## config.mk

```make
export PLATFORM = sky130hd
export DESIGN_NAME = sal_cmd_sched
export DESIGN_NICKNAME = d
export VERILOG_FILES = /design/src/rtl/sal_cmd_sched.sv
export SDC_FILE = /design/constraint.sdc
export NUM_CORES = 1
export LEC_CHECK = 0
export ABC_AREA = 1
export BUFFER_PORTS_ARGS = -buffer_cell sky130_fd_sc_hd__buf_2
export CORE_UTILIZATION = 33
export CTS_CLUSTER_SIZE = 8
export DETAILED_ROUTE_END_ITERATION = 7
export PLACE_DENSITY = 0.65
export SYNTH_ARGS = -nofsm -noshare
export SYNTH_HDL_FRONTEND = slang
export SYNTH_SLANG_ARGS = --single-unit
```

## constraint.sdc

```tcl
create_clock -name clk -period 7.25 [get_ports clk]
set_input_delay 0.3625 -clock clk [delete_from_list [all_inputs] [get_ports clk]]
set_output_delay 0.3625 -clock clk [all_outputs]
set_load 0.005 [all_outputs]
```

## src/rtl/sal_cmd_sched.sv

```systemverilog
// Command-bus scheduler: grants one REF/RD/WR/ACT/PRE per cycle under tRRD/tCCD/tWTR/tRTW.
// Optional SCHED_RW_AFFINITY_EN: column arbitration prefers the last column direction.
module sal_cmd_sched #(
    parameter int NUM_BANKS = 4,
    parameter int BA_WIDTH  = 2,
    parameter int RA_WIDTH  = 16,
    parameter int CA_WIDTH  = 10,
    parameter int ID_WIDTH  = 4,
    parameter int LEN_WIDTH = 4,
    parameter int TW        = 4
) (
    input  logic                           clk,
    input  logic                           rst_n,
    input  logic [TW-1:0]                  t_rrd_m1,
    input  logic [TW-1:0]                  t_ccd_m1,
    input  logic [TW-1:0]                  t_wtr_m1,
    input  logic [TW-1:0]                  t_rtw_m1,
    input  logic [NUM_BANKS-1:0]           act_req,
    input  logic [NUM_BANKS-1:0]           rd_req,
    input  logic [NUM_BANKS-1:0]           wr_req,
    input  logic [NUM_BANKS-1:0]           pre_req,
    input  logic                           ref_req,
    input  logic [NUM_BANKS*RA_WIDTH-1:0]  bk_ra,
    input  logic [NUM_BANKS*CA_WIDTH-1:0]  bk_ca,
    input  logic [NUM_BANKS*ID_WIDTH-1:0]  bk_id,
    input  logic [NUM_BANKS*LEN_WIDTH-1:0] bk_len,
    output logic [NUM_BANKS-1:0]           act_gnt,
    output logic [NUM_BANKS-1:0]           rd_gnt,
    output logic [NUM_BANKS-1:0]           wr_gnt,
    output logic [NUM_BANKS-1:0]           pre_gnt,
    output logic                           ref_gnt,
    output logic                           cmd_valid,
    output logic [2:0]                     cmd_type,
    output logic [BA_WIDTH-1:0]            cmd_ba,
    output logic [RA_WIDTH-1:0]            cmd_ra,
    output logic [CA_WIDTH-1:0]            cmd_ca,
    output logic [ID_WIDTH-1:0]            cmd_id,
    output logic [LEN_WIDTH-1:0]           cmd_len
);

    localparam logic [2:0] CMD_NOP = 3'd0;
    localparam logic [2:0] CMD_ACT = 3'd1;
    localparam logic [2:0] CMD_RD  = 3'd2;
    localparam logic [2:0] CMD_WR  = 3'd3;
    localparam logic [2:0] CMD_PRE = 3'd4;
    localparam logic [2:0] CMD_REF = 3'd5;

    logic [TW-1:0]       rrd_cnt, ccd_cnt, wtr_cnt, rtw_cnt;
    logic [BA_WIDTH-1:0] col_ptr, act_ptr, pre_ptr;
    logic                last_col_wr;

    // Round-robin search starting at ptr; index wraps by truncation (NUM_BANKS is a power of 2).
    function automatic logic [BA_WIDTH:0] rr_pick(input logic [NUM_BANKS-1:0] mask,
                                                  input logic [BA_WIDTH-1:0] ptr);
        logic                found;
        logic [BA_WIDTH-1:0] idx;
        logic [BA_WIDTH-1:0] win;
        found = 1'b0;
        win   = '0;
        for (int i = 0; i < NUM_BANKS; i++) begin
            idx = ptr + BA_WIDTH'(i);
            if (!found && mask[idx]) begin
                found = 1'b1;
                win   = idx;
            end
        end
        return {found, win};
    endfunction

    logic [NUM_BANKS-1:0] col_rd_ok, col_wr_ok, col_mask;
    logic                 col_found, act_found, pre_found;
    logic [BA_WIDTH-1:0]  col_win, act_win, pre_win;

    // A bank asserting both RD and WR is treated as RD only.
    assign col_rd_ok = rd_req & {NUM_BANKS{(ccd_cnt == '0) && (wtr_cnt == '0)}};
    assign col_wr_ok = wr_req & ~rd_req & {NUM_BANKS{(ccd_cnt == '0) && (rtw_cnt == '0)}};

`ifdef SCHED_RW_AFFINITY_EN
    logic [NUM_BANKS-1:0] col_pref;
    assign col_pref = last_col_wr ? col_wr_ok : col_rd_ok;
    assign col_mask = (|col_pref) ? col_pref : (col_rd_ok | col_wr_ok);
`else
    assign col_mask = col_rd_ok | col_wr_ok;
`endif

    assign {col_found, col_win} = rr_pick(col_mask, col_ptr);
    assign {act_found, act_win} = rr_pick(act_req & {NUM_BANKS{rrd_cnt == '0}}, act_ptr);
    assign {pre_found, pre_win} = rr_pick(pre_req, pre_ptr);

    logic [2:0]          sel_type;
    logic [BA_WIDTH-1:0] sel_bank;

    // NOTE: every output of this block gets a default first, so no path can infer a latch.
    always_comb begin
        act_gnt  = '0;
        rd_gnt   = '0;
        wr_gnt   = '0;
        pre_gnt  = '0;
        ref_gnt  = 1'b0;
        sel_type = CMD_NOP;
        sel_bank = '0;
        if (ref_req) begin
            ref_gnt  = 1'b1;
            sel_type = CMD_REF;
        end else if (col_found) begin
            sel_bank = col_win;
            if (rd_req[col_win]) begin
                rd_gnt[col_win] = 1'b1;
                sel_type        = CMD_RD;
            end else begin
                wr_gnt[col_win] = 1'b1;
                sel_type        = CMD_WR;
            end
        end else if (act_found) begin
            sel_bank         = act_win;
            act_gnt[act_win] = 1'b1;
            sel_type         = CMD_ACT;
        end else if (pre_found) begin
            sel_bank         = pre_win;
            pre_gnt[pre_win] = 1'b1;
            sel_type         = CMD_PRE;
        end
    end

    logic is_act, is_rd, is_wr, is_pre, is_bank_cmd;
    assign is_act      = (sel_type == CMD_ACT);
    assign is_rd       = (sel_type == CMD_RD);
    assign is_wr       = (sel_type == CMD_WR);
    assign is_pre      = (sel_type == CMD_PRE);
    assign is_bank_cmd = is_act | is_rd | is_wr | is_pre;

    // A grant load takes precedence over the saturating decrement.
    // NOTE: sequential state uses non-blocking assignments so every flop samples pre-edge values.
    always_ff @(posedge clk or negedge rst_n) begin
        if (!rst_n) begin
            rrd_cnt     <= '0;
            ccd_cnt     <= '0;
            wtr_cnt     <= '0;
            rtw_cnt     <= '0;
            col_ptr     <= '0;
            act_ptr     <= '0;
            pre_ptr     <= '0;
            last_col_wr <= 1'b0;
        end else begin
            rrd_cnt <= is_act ? t_rrd_m1 : ((rrd_cnt != '0) ? rrd_cnt - TW'(1) : rrd_cnt);
            ccd_cnt <= (is_rd || is_wr) ? t_ccd_m1 : ((ccd_cnt != '0) ? ccd_cnt - TW'(1) : ccd_cnt);
            wtr_cnt <= is_wr ? t_wtr_m1 : ((wtr_cnt != '0) ? wtr_cnt - TW'(1) : wtr_cnt);
            rtw_cnt <= is_rd ? t_rtw_m1 : ((rtw_cnt != '0) ? rtw_cnt - TW'(1) : rtw_cnt);
            if (is_rd || is_wr) col_ptr <= sel_bank + BA_WIDTH'(1);
            if (is_act)         act_ptr <= sel_bank + BA_WIDTH'(1);
            if (is_pre)         pre_ptr <= sel_bank + BA_WIDTH'(1);
            last_col_wr <= is_wr | (last_col_wr & ~is_rd);
        end
    end

    always_ff @(posedge clk or negedge rst_n) begin
        if (!rst_n) begin
            cmd_valid <= 1'b0;
            cmd_type  <= CMD_NOP;
            cmd_ba    <= '0;
            cmd_ra    <= '0;
            cmd_ca    <= '0;
            cmd_id    <= '0;
            cmd_len   <= '0;
        end else begin
            cmd_valid <= (sel_type != CMD_NOP);
            cmd_type  <= sel_type;
            if (is_bank_cmd) begin
                cmd_ba  <= sel_bank;
                cmd_ra  <= bk_ra[sel_bank*RA_WIDTH +: RA_WIDTH];
                cmd_ca  <= bk_ca[sel_bank*CA_WIDTH +: CA_WIDTH];
                cmd_id  <= bk_id[sel_bank*ID_WIDTH +: ID_WIDTH];
                cmd_len <= bk_len[sel_bank*LEN_WIDTH +: LEN_WIDTH];
            end
        end
    end

endmodule

```

* Yosys cells after proc, flatten, opt, wreduce, memory -nomap -nowiden
Cells that the tools add are included.
** Cells by class
- Add/subtract/negate cells :: 14
- Multipliers :: 1
- Div/mod/pow operators :: 0
- Magnitude comparators :: 18
- Eq/ne operators :: 4
- Shifts and indexed selects :: 4
- Multiplexer cells :: 87
- Bitwise operators :: 9
- Reduce and logical (&&, ||, !) cells :: 37
** Operators with widths (count)
- $mux W4 :: 21
- $shiftx A64 B7 Y16 :: 1
- $lt A2 B3 Y1 const B :: 15
- $shiftx A40 B7 Y10 :: 1
- $mux W2 :: 16
- $shiftx A16 B5 Y4 :: 2
- $mux W1 :: 30
- $bmux W1 S2 :: 13
- $and A4 B4 Y4 :: 4
- $logic_not A4 Y1 :: 4
- $reduce_bool A4 Y1 :: 4
- $sub A4 B1 Y4 const B :: 4
- $logic_and A1 B1 Y1 :: 14
- $add A2 B2 Y2 const B :: 6
- $mux W3 :: 4
- $logic_not A1 Y1 :: 9
- $add A2 B1 Y2 const B :: 4
- $reduce_bool A2 Y1 :: 4
- $demux W1 S2 :: 3
- $eq A3 B2 Y1 const B :: 2
- $ge A2 B1 Y1 const B :: 3
- $mul A2 B3 Y5 const B :: 1
- $not A4 Y4 :: 1
- $or A4 B4 Y4 :: 1
- other kinds (5) :: 7
** Storage, ports and cells
- Register bits :: 62
- Latch bits :: 0
- Bits in writable memories :: 0
- ROM bits :: 0
- Output and inout port bits :: 57
- Word-level logic and storage cells :: 188
- Memories :: 0

* Logic depth before layout (Yosys ltp)
Gate-level depths: netlist of the first run.
- Depth in word-level cells :: 25
- Mapped depth :: 22

* Worst setup path after synthesis of the first run
No wires, ideal clock.
- Path type :: register to output
- From :: reg ccd_cnt[0]
- To :: out rd_gnt[2]
- Arrival time :: 2.238 ns
- Path slack :: 4.649 ns
- Stages on the path, launching flop included :: 18
- Cell sequence :: dfrtp_1 > inv_1 > ha_1 > nand2_1 > inv_2 > nand3_1 > nand3_1 > nand3_1 > nand2_1 > nor2_4 > nand3_4 > nand2_2 > nand2_2 > nand2_1 > nand2_1 > nand2_1 > nand3_2 > nor3_1
** On the way
- Cells in the longest elaborated chain, start to end :: 23
** RTL lines
- start: declaration :: line 48 : logic [TW-1:0] rrd_cnt, ccd_cnt, wtr_cnt, rtw_cnt;
- start signal: assignment :: line 146 : ccd_cnt <= (is_rd || is_wr) ? t_ccd_m1 : ((ccd_cnt != '0) ? ccd_cnt - TW'(1) : ccd_cnt);
- $logic_not A4 Y1 * :: line 75, 76
- $logic_and A1 B1 Y1, on equally long branches :: line 75, 76
- $and A4 B4 Y4, on equally long branches :: line 75, 76
- $or A4 B4 Y4 * :: line 83 : assign col_mask = col_rd_ok | col_wr_ok;
- $bmux W1 S2 :: line 62 : if (!found && mask[idx]) begin
- $mux W1 (not written as such) :: line 62
- $mux W1 :: line 62
- $logic_not A1 Y1 :: line 62
- [... 7 more ...]
- $mux W2 :: line 62
- $lt A2 B3 Y1 (not written as such) / $ge A2 B1 Y1 (equally long branches) :: line 108 : rd_gnt[col_win] = 1'b1;
- $logic_and A1 B1 Y1 (not written as such) :: line 108
- $mux W1 (not written as such) :: line 108
- $demux W1 S2 :: line 108
- $mux W4 :: line 107 : if (rd_req[col_win]) begin
- $mux W4 * :: line 105 : end else if (col_found) begin
- $mux W4 * :: line 102 : if (ref_req) begin
- end: declaration :: line 28 : output logic [NUM_BANKS-1:0] rd_gnt,
Mark *: on every way between the ends. The rest lies on a longest branch, timed or not. The select of a mux whose other input is x is not followed.

* Final worst setup path of the first run
- From :: reg wtr_cnt[0]
- To :: reg col_ptr[1]
** On the way
- Cells in the longest elaborated chain, start to end :: 23
** RTL lines
- start: declaration :: line 48
- start signal: assignment :: line 147 : wtr_cnt <= is_wr ? t_wtr_m1 : ((wtr_cnt != '0) ? wtr_cnt - TW'(1) : wtr_cnt);
- $logic_not A4 Y1 * :: line 75 : assign col_rd_ok = rd_req & {NUM_BANKS{(ccd_cnt == '0) && (wtr_cnt == '0)}};
- $logic_and A1 B1 Y1 * :: line 75
- $and A4 B4 Y4 * :: line 75
- $or A4 B4 Y4 * :: line 83
- $bmux W1 S2 :: line 62
- $mux W1 (not written as such) :: line 62
- $mux W1 :: line 62
- $logic_not A1 Y1 :: line 62
- [... 7 more ...]
- $mux W2 :: line 62
- $bmux W1 S2 :: line 107
- $mux W1 (not written as such) :: line 107
- $mux W1 :: line 107
- $mux W3 :: line 105
- $mux W3 :: line 102
- $eq A3 B2 Y1, on equally long branches :: line 127, 128
- $logic_or A1 B1 Y1 :: line 149 : if (is_rd || is_wr) col_ptr <= sel_bank + BA_WIDTH'(1);
- end signal: assignment :: line 149
- end: declaration :: line 49 : logic [BA_WIDTH-1:0] col_ptr, act_ptr, pre_ptr;
Marked as above.
A chain may end at the register's enable or synchronous reset.

==> metrics.md, run 1 <==
| Metric | Value |
|---|---|
| Status | completed |
| Biggest cell delay along the critical path | 0.79 ns |
| Hold crit path type | input pin to async pin |
| Core Area | 16,580 um^2 |
| Leading post-synthesis cells by cell area | dfrtp_1, nand2_1, inv_1 |
| Dpl hpwl | 12,440 um |
| Initial Util | 0.3373 |
| Pleak | 0.004488 uW |
| Area delta synth->final | 26.85% |
| Min Tclk post-route | 3.837 ns |
| Critical Path AT | 4.11 ns |
| Share of the synthesized area in the top cell type | 0.2774 |
| Remaining global-route overflow | 0 |
| Final #Nets | 1,308 |
| Clock Pin Slew Worst Setup and Hold Paths | 0.06 ns |
| Post-synth ARST share | 1.000 |
| Post-Syn Instances | 934 |
| GPL Wtd Cong | 0.8505 |
| Largest net degree at the start of global routing | 72 |
| Seq cells post-synth | 62 |
| Die H | 132.2 um |
| Final Setup Violations | 0 |
| Routed WL | 16,940 um |
| CP Max Fanout | 70 |
| Post-synthesis sequential area ratio | 0.2774 |
| GRT Overall Usage | 0.2004 |
| Setup CP Type | flip-flop to flip-flop |
| Max-Cap Viols | 0 |
| CTS H-tree lvls | 3 |
| Fin. max-slew vios | 0 |
| Synth warn | 0 |
| CP most frequent cell | nand2_1 |
| CTS Hold Bufs | 0 |
| Drt wl/cell | 12.48 um |
| Via count | 6,275 |
| Initial antenna violation count | 3 |
| VDD IR max | 0.4412 mV |
| Initial DRC Count | 287 |
| Ys flop type | dfrtp_1 |
| EDFF count, synth | 0 |
| Crit path from | wtr_cnt[0] |
| Clock buffer depth | 2 |
| Number of global-route vias before repair | 5,795 |
| RR Startpoint | wtr_cnt[0] |
| FP Rows | 47 |
| Skew-Pair Late Insertion Delay | 0.33 ns |
| Non-filler cells, final | 1,357 |
| Post-CTS Setup Bufs | 0 |
| Cell taking the most area after synthesis | dfrtp_1 |
| DR vias/cell | 4.624 |
| Syn Nets | 1,113 |
| Post-CTS resize count | 0 |
| First-pass GRT wire length | 28,070 um |
| Drt drc | 0 |
| Slew at the pin closest to its max-slew limit | 1.013 ns |
| Period Utilization, post-route | 0.5292 |
| Fmax achieved | 0.2606 GHz |
| First drt pass iteration count | 5 |
| Data required, critical path | 7.52 ns |
| Clock Tree Root | clkbuf_16 |
| Clock skew | 0.005415 ns |
| Buf+Inv Stages, Crit Path | 4 |
| Die X | 132.2 um |
| CP cell instances | inv_1 > ha_1 > nand2_1 > nor2_4 > nand3_1 > nand3_1 > nand2_1 > o21ai_2 > inv_2 > nand3_4 > inv_2 > nand2_2 > buf_4 > nand3_4 > xor2_1 > nand2_1 > nand2_1 |
| Slowest cell on crit path | nand3_4 |
| Die footprint | 17,470 um^2 |
| Clock tree from TritonCTS | built |
| RSZ-0062 raised after global routing | no |
| Area of the mapped netlist | 5593 um^2 |
| Startpoint types | flip-flop |
| Cell count after placement | 1,338 |
| Io pins | 228 |
| Top delay family on crit path | simple AND/OR/NAND/NOR gates |
| Crit path capture type | flip-flop |
| Hold Vio Cnt, Final | 0 |
| Normalized max-slew margin | 0.3233 |
| IO Port Bufs | 227 |
| Sink Count | 62 |
| Synth unique cells | 34 |
| Syn_area_per_cell | 5.988 um^2 |
| P per Cell Area | 518.2 nW/um^2 |
| Detail Route Antenna Nets | 0 |
| Setup_tns | 0 ns |
| Share of cells above drive strength 1 | 0.2478 |
| CTS buffer count | 9 |
power breakdown:
| part | switching (uW) | internal, uW |
|---|---|---|
| Combinational | 1750 | 825 |
| Clock | 157 | 284 |
| Sequential | 132 | 531 |
synth_stat cells (2+ instances only):
master	instances
nand2_2	10
nand3_1	111
buf_1	2
buf_6	5
inv_1	196
inv_2	7
nor3_1	8
dfrtp_1	62
o211ai_1	3
ha_1	8
nand2_1	320
xor2_1	7
buf_2	20
nor2_4	2
nor2_2	6
o21ai_1	4
buf_4	7
nand3_2	2
nor2_1	26
nand4_1	82
clkbuf_1	13
xnor2_1	4
nand3_4	2
a21oi_1	5
o21ai_0	13
worst paths after layout:
path	slack [ns]	to	depth (start not counted)
max in group asynchronous	6.50	cmd_ra[13]	2
max reg2reg	3.41	col_ptr[1]	17
min reg2reg	0.47	cmd_ra[1]	2
max	3.41	col_ptr[1]	17
min	0.19	act_ptr[1]	2
min in group clk	0.24	ccd_cnt[3]	3
state kept, by name, summed over array words and instances (netlist names), 3 cells and up:
name / count
cmd_ca: 10
cmd_len: 4
cmd_id: 4
rrd_cnt: 4
cmd_type: 3
ccd_cnt: 4
cmd_ra: 16
wtr_cnt: 4
rtw_cnt: 4
metal layers:
metal / share of wire / GRT usage / vias up / routed length, um
li1: - / - / 3302 / -
met5: 0 / 0 / - / 0
met3: 0.054 / 0.03576 / 17 / 909
met2: 0.47 / 0.3377 / 197 / 8018
met4: 0.015 / 0.06513 / 0 / 251
met1: 0.46 / 0.2588 / 2759 / 7762
cells by family (layout without fill, tap and decap cells):
family | after synthesis | after routing | share of synthesized area
multiplexers | 1 | 1 | 0.001790
XOR/XNOR | 13 | 13 | 0.02304
AND/OR/NAND/NOR | 570 | 570 | 0.4635
adder cells (fa/ha/maj) | 8 | 8 | 0.01790
other | 0 | 3 | 0
AO/OA/AOI/OAI | 30 | 30 | 0.03266
buffers and inverters | 250 | 450 | 0.1837
flip-flops | 62 | 62 | 0.2774
metrics by stage:
step | setup slack (ns) | hold WS (ns) | instance area, um^2 | utilization | power [uW]
2_1_floorplan | 4.649 | 0.06691 | 5593 | - | 2705
4_1_cts | 3.378 | 0.2253 | 7087 | 0.4273 | 3715
3_5_place_dp | 3.390 | 0.4598 | 6777 | 0.4086 | 3256
3_3_place_gp | 3.397 | 0.4575 | 6777 | 0.4086 | 3230
5_1_grt | 2.912 | 0.2451 | 7089 | 0.4275 | 4119
6_report | 3.413 | 0.1908 | 7094 | 0.4278 | 3677
area by class of cell:
| class | count | area, um^2 |
|---|---|---|
| fill | 1833 | 9489 |
| multi-input combinational | 622 | 3022 |
| sequential | 62 | 1551 |
| timing repair buffer | 231 | 1166 |
| inverter | 203 | 762.0 |
| tap | 220 | 275.3 |
| clock buffer | 11 | 252.7 |
| clock inverter | 5 | 57.56 |
| antenna | 3 | 7.507 |
cell usage in the layout (no fill, tap or decap), types with 9 or more instances in the layout:
master	instances
nand2_1	320
clkbuf_16	9
inv_1	196
buf_2	227
nor2_1	26
dfrtp_1	62
nand3_1	111
nand4_1	82
o21ai_0	13
nand2_2	10
worst register-to-register path: cells and delay by family, from the launching register on:
| kind | cells | cell delay (ns) |
|---|---|---|
| AO/OA/AOI/OAI | 1 | 0.18 |
| XOR/XNOR | 1 | 0.52 |
| adder cells (fa/ha/maj) | 1 | 0.16 |
| buffers and inverters | 4 | 0.78 |
| flip-flops | 1 | 0.38 |
| AND/OR/NAND/NOR | 10 | 1.78 |
Power figures use the tool's default switching activity.
==> inputs of run 2 (changes only) <==
==> constraint.sdc (replaced) <==
create_clock -name clk -period 3.95 [get_ports clk]
set_input_delay 0.1975 -clock clk [delete_from_list [all_inputs] [get_ports clk]]
set_output_delay 0.1975 -clock clk [all_outputs]
set_load 0.005 [all_outputs]
==> run 2 against run 1 <==
Compared with the run above: global-route usage rose by 0.051 points; count of clock-buffer cells in the layout rose by 2; design area up 0.25%; register-to-register slack worse by 2.6 ns; sequential share of layout area shrank 0.054 points; combinational power grew 88%; non-clock buffer count is 5 higher; via count increased by 0.99%; setup slack got worse by 2.7 ns; largest cell class unchanged; highest routed layer unchanged.
==> metrics.md, run 2 (same netlist as run 1, synthesis figures left out) <==
| Metric | Value |
|---|---|
| Status | completed |
| FP Rows | 47 (unchanged) |
| Max layer used | met4 |
| Period Utilization, post-route | 0.8253 |
| R2r endpoint | cmd_ca[0] |
| R2R setup slack | 0.77 ns (-2.64 ns) |
| Fmax achieved | 0.3068 GHz |
| Largest Register | cmd_ra |
| Crit path from | ccd_cnt[0] |
| Final #Nets | 1,313 (+0.38%) |
| CP Max Fanout | 10 (-86%) |
| HP Start | t_rtw_m1[3] |
| DR vias/cell | 4.653 (+0.62%) |
| Largest net degree at the start of global routing | 71 (-1.4%) |
| Number of global-route vias before repair | 5,867 (+1.2%) |
| Dpl hpwl | 12,710 um (+2.2%) |
| Post-CTS resize count | 0 (unchanged) |
| Crit path capture type | output pin |
| Initial Util | 0.3373 (unchanged) |
| CTS buffer count | 9 (unchanged) |
| Placement Setup Slack | 0.8243 ns (-2.566 ns) |
| Skew-Pair Late Insertion Delay | 0.33 ns (about the same) |
| Buf+Inv Stages, Crit Path | 3 (-1) |
| Share of cells above drive strength 1 | 0.2493 (+0.001546) |
| Normalized max-slew margin | 0.4609 (+0.1376) |
| Pleak | 0.004510 uW (+0.48%) |
| Critical Path AT | 3.06 ns (-1.05 ns) |
| Core Area | 16,580 um^2 (unchanged) |
| RSZ-0062 raised after global routing | no |
| Setup_tns | 0 ns (unchanged) |
| Initial antenna violation count | 2 (-1) |
| Top delay family on crit path | simple AND/OR/NAND/NOR gates |
| WL met3 | 1105 um (+22%) |
| Post-CTS Setup Bufs | 0 (unchanged) |
| Slowest cell on crit path | dfrtp_1 |
| Sink Count | 62 (unchanged) |
| Area delta synth->final | 27.16% |
| Setup CP Type | flip-flop to output pin |
| Hold crit path type | input pin to flip-flop |
| RR Startpoint | wtr_cnt[0] |
| Routed met1 length | 7795 um (+0.43%) |
| Drt drc | 0 (unchanged) |
| Fin. max-slew vios | 0 (unchanged) |
| Setup crit end | rd_gnt[2] |
| CP cell instances | inv_1 > ha_1 > nand2_1 > inv_2 > nand3_1 > nand3_1 > nand3_1 > nand2_1 > nor2_4 > nand3_4 > nand2_2 > nand2_2 > nand2_1 > nand2_1 > nand2_1 > nand3_2 > nor3_1 > buf_2 |
| Clock Pin Slew Worst Setup and Hold Paths | 0.05 ns (about the same) |
| Via count | 6,337 (+0.99%) |
| Die footprint | 17,470 um^2 (unchanged) |
| IO Port Bufs | 227 (unchanged) |
| Die H | 132.2 um (unchanged) |
| First-pass GRT wire length | 28,310 um (+0.86%) |
| Max reg flops | 16 (unchanged) |
| Biggest cell delay along the critical path | 0.36 ns (-0.43 ns) |
| Clock skew | 0.007212 ns (+0.001797 ns) |
| VDD IR max | 1.000 mV (+130%) |
| Die X | 132.2 um (unchanged) |
| Startpoint types | flip-flop |
| Io pins | 228 (unchanged) |
| DP Area | 6807 um^2 (+0.44%) |
| Drt wl/cell | 12.62 um (+1.1%) |
| CTS H-tree lvls | 3 (unchanged) |
| Slew at the pin closest to its max-slew limit | 0.8058 ns (-0.2070 ns) |
| Final Cell Area | 7112 um^2 (+0.25%) |
| GRT Overall Usage | 0.2009 (+0.0005116) |
| Initial DRC Count | 422 (+47%) |
| Commonest non-fill, non-tap cell in the layout | nand2_1 |
| Clock buffer depth | 2 (unchanged) |
| Clock tree from TritonCTS | built |
| Max-Cap Viols | 0 (unchanged) |
| Min Tclk post-route | 3.260 ns |
| Hold Vio Cnt, Final | 0 (unchanged) |
| Worst r2r path cells | 18 (+1) |
| Final Setup Violations | 0 (unchanged) |
| Number of fill cells | 1,829 (-0.22%) |
| Met2 WL | 7955 um (-0.79%) |
| Remaining global-route overflow | 0 (unchanged) |
| CP most frequent cell | nand2_1 |
| Crit. path cell count | 18 (+1) |
| P per Cell Area | 953.5 nW/um^2 (+84%) |
| Clock Tree Root | clkbuf_16 |
| Final setup margin | 0.6902 ns (-2.723 ns) |
| First drt pass iteration count | 5 (unchanged) |
| Most frequent cells in the layout | nand2_1, buf_2, inv_1, nand3_1, nand4_1 |
| Routed WL | 17,190 um (+1.5%) |
| Detail Route Antenna Nets | 0 (unchanged) |
| GPL Wtd Cong | 0.8714 (+2.5%) |
| Biggest regs | cmd_ra (16), cmd_ca (10) |
| Data required, critical path | 3.75 ns (-3.77 ns) |
==> run 2: metrics by stage <==
stage | util | std cells | power [uW] | hold slack, ns
2_1_floorplan | - | 934 | 4964 | -0.09809
3_3_place_gp | 0.4104 | 1342 | 6033 | 0.2770
3_5_place_dp | 0.4104 | 1342 | 6058 | 0.2810
4_1_cts | 0.4284 | 1359 | 6849 | 0.06409
5_1_grt | 0.4286 | 1360 | 7573 | 0.09245
6_report | 0.4289 | 1362 | 6781 | 0.07336
==> run 2: worst register-to-register path, stage by stage (launching register included) <==
cell	delay [ns]
dfrtp_1	0.38
inv_1	0.10
ha_1	0.15
nand2_1	0.09
nor2_4	0.19
nand3_1	0.13
nand3_1	0.12
nand3_1	0.10
nand2_1	0.15
inv_1	0.07
nand2_1	0.10
nand2_2	0.09
nand3_2	0.12
buf_4	0.56
nand4_1	0.36
nand3_1	0.16
nand2_1	0.08
nand2_1	0.06
nand2_1	0.06
==> run 2: report_power, final <==
| group | leakage, uW | internal (uW) | switching, uW | total (uW) |
|---|---|---|---|---|
| sequential | 0.000737 | 974 | 232 | 1210 |
| clock | 0.000142 | 474 | 281 | 755 |
| combinational | 0.00363 | 1550 | 3270 | 4820 |
==> run 2: final cells by class <==
| class | count | area [um^2] | share of cell area |
|---|---|---|---|
| multi-input combinational | 622 | 3022 | 0.4249 |
| clock buffer | 13 | 270.3 | 0.03800 |
| sequential | 62 | 1551 | 0.2182 |
| inverter | 203 | 762.0 | 0.1071 |
| timing repair buffer | 236 | 1206 | 0.1696 |
| antenna | 3 | 7.507 | 0.001056 |
| clock inverter | 3 | 17.52 | 0.002463 |
| tap | 220 | 275.3 | 0.03871 |
==> run 2: per-layer routing <==
| layer | up-vias | GRT usage |
|---|---|---|
| li1 | 3308 | - |
| met1 | 2794 | 0.2536 |
| met2 | 210 | 0.3369 |
| met3 | 25 | 0.04883 |
| met4 | 0 | 0.06322 |
| met5 | - | 0 |
==> run 2: worst min-delay path by stage <==
stage	endpoint	slack, ns	depth (start not counted)
floorplan	act_ptr[0]	-0.1	0
global placement	ccd_cnt[2]	0.28	1
detailed placement	ccd_cnt[2]	0.28	1
CTS	rtw_cnt[3]	0.06	3
global route	ccd_cnt[2]	0.09	3
finish	rtw_cnt[3]	0.07	3
==> run 2: timing repair <==
action                                 CTS  global route
setup endpoints to repair                0             0
hold buffers                             1             0
endpoints found under the hold margin   29             0
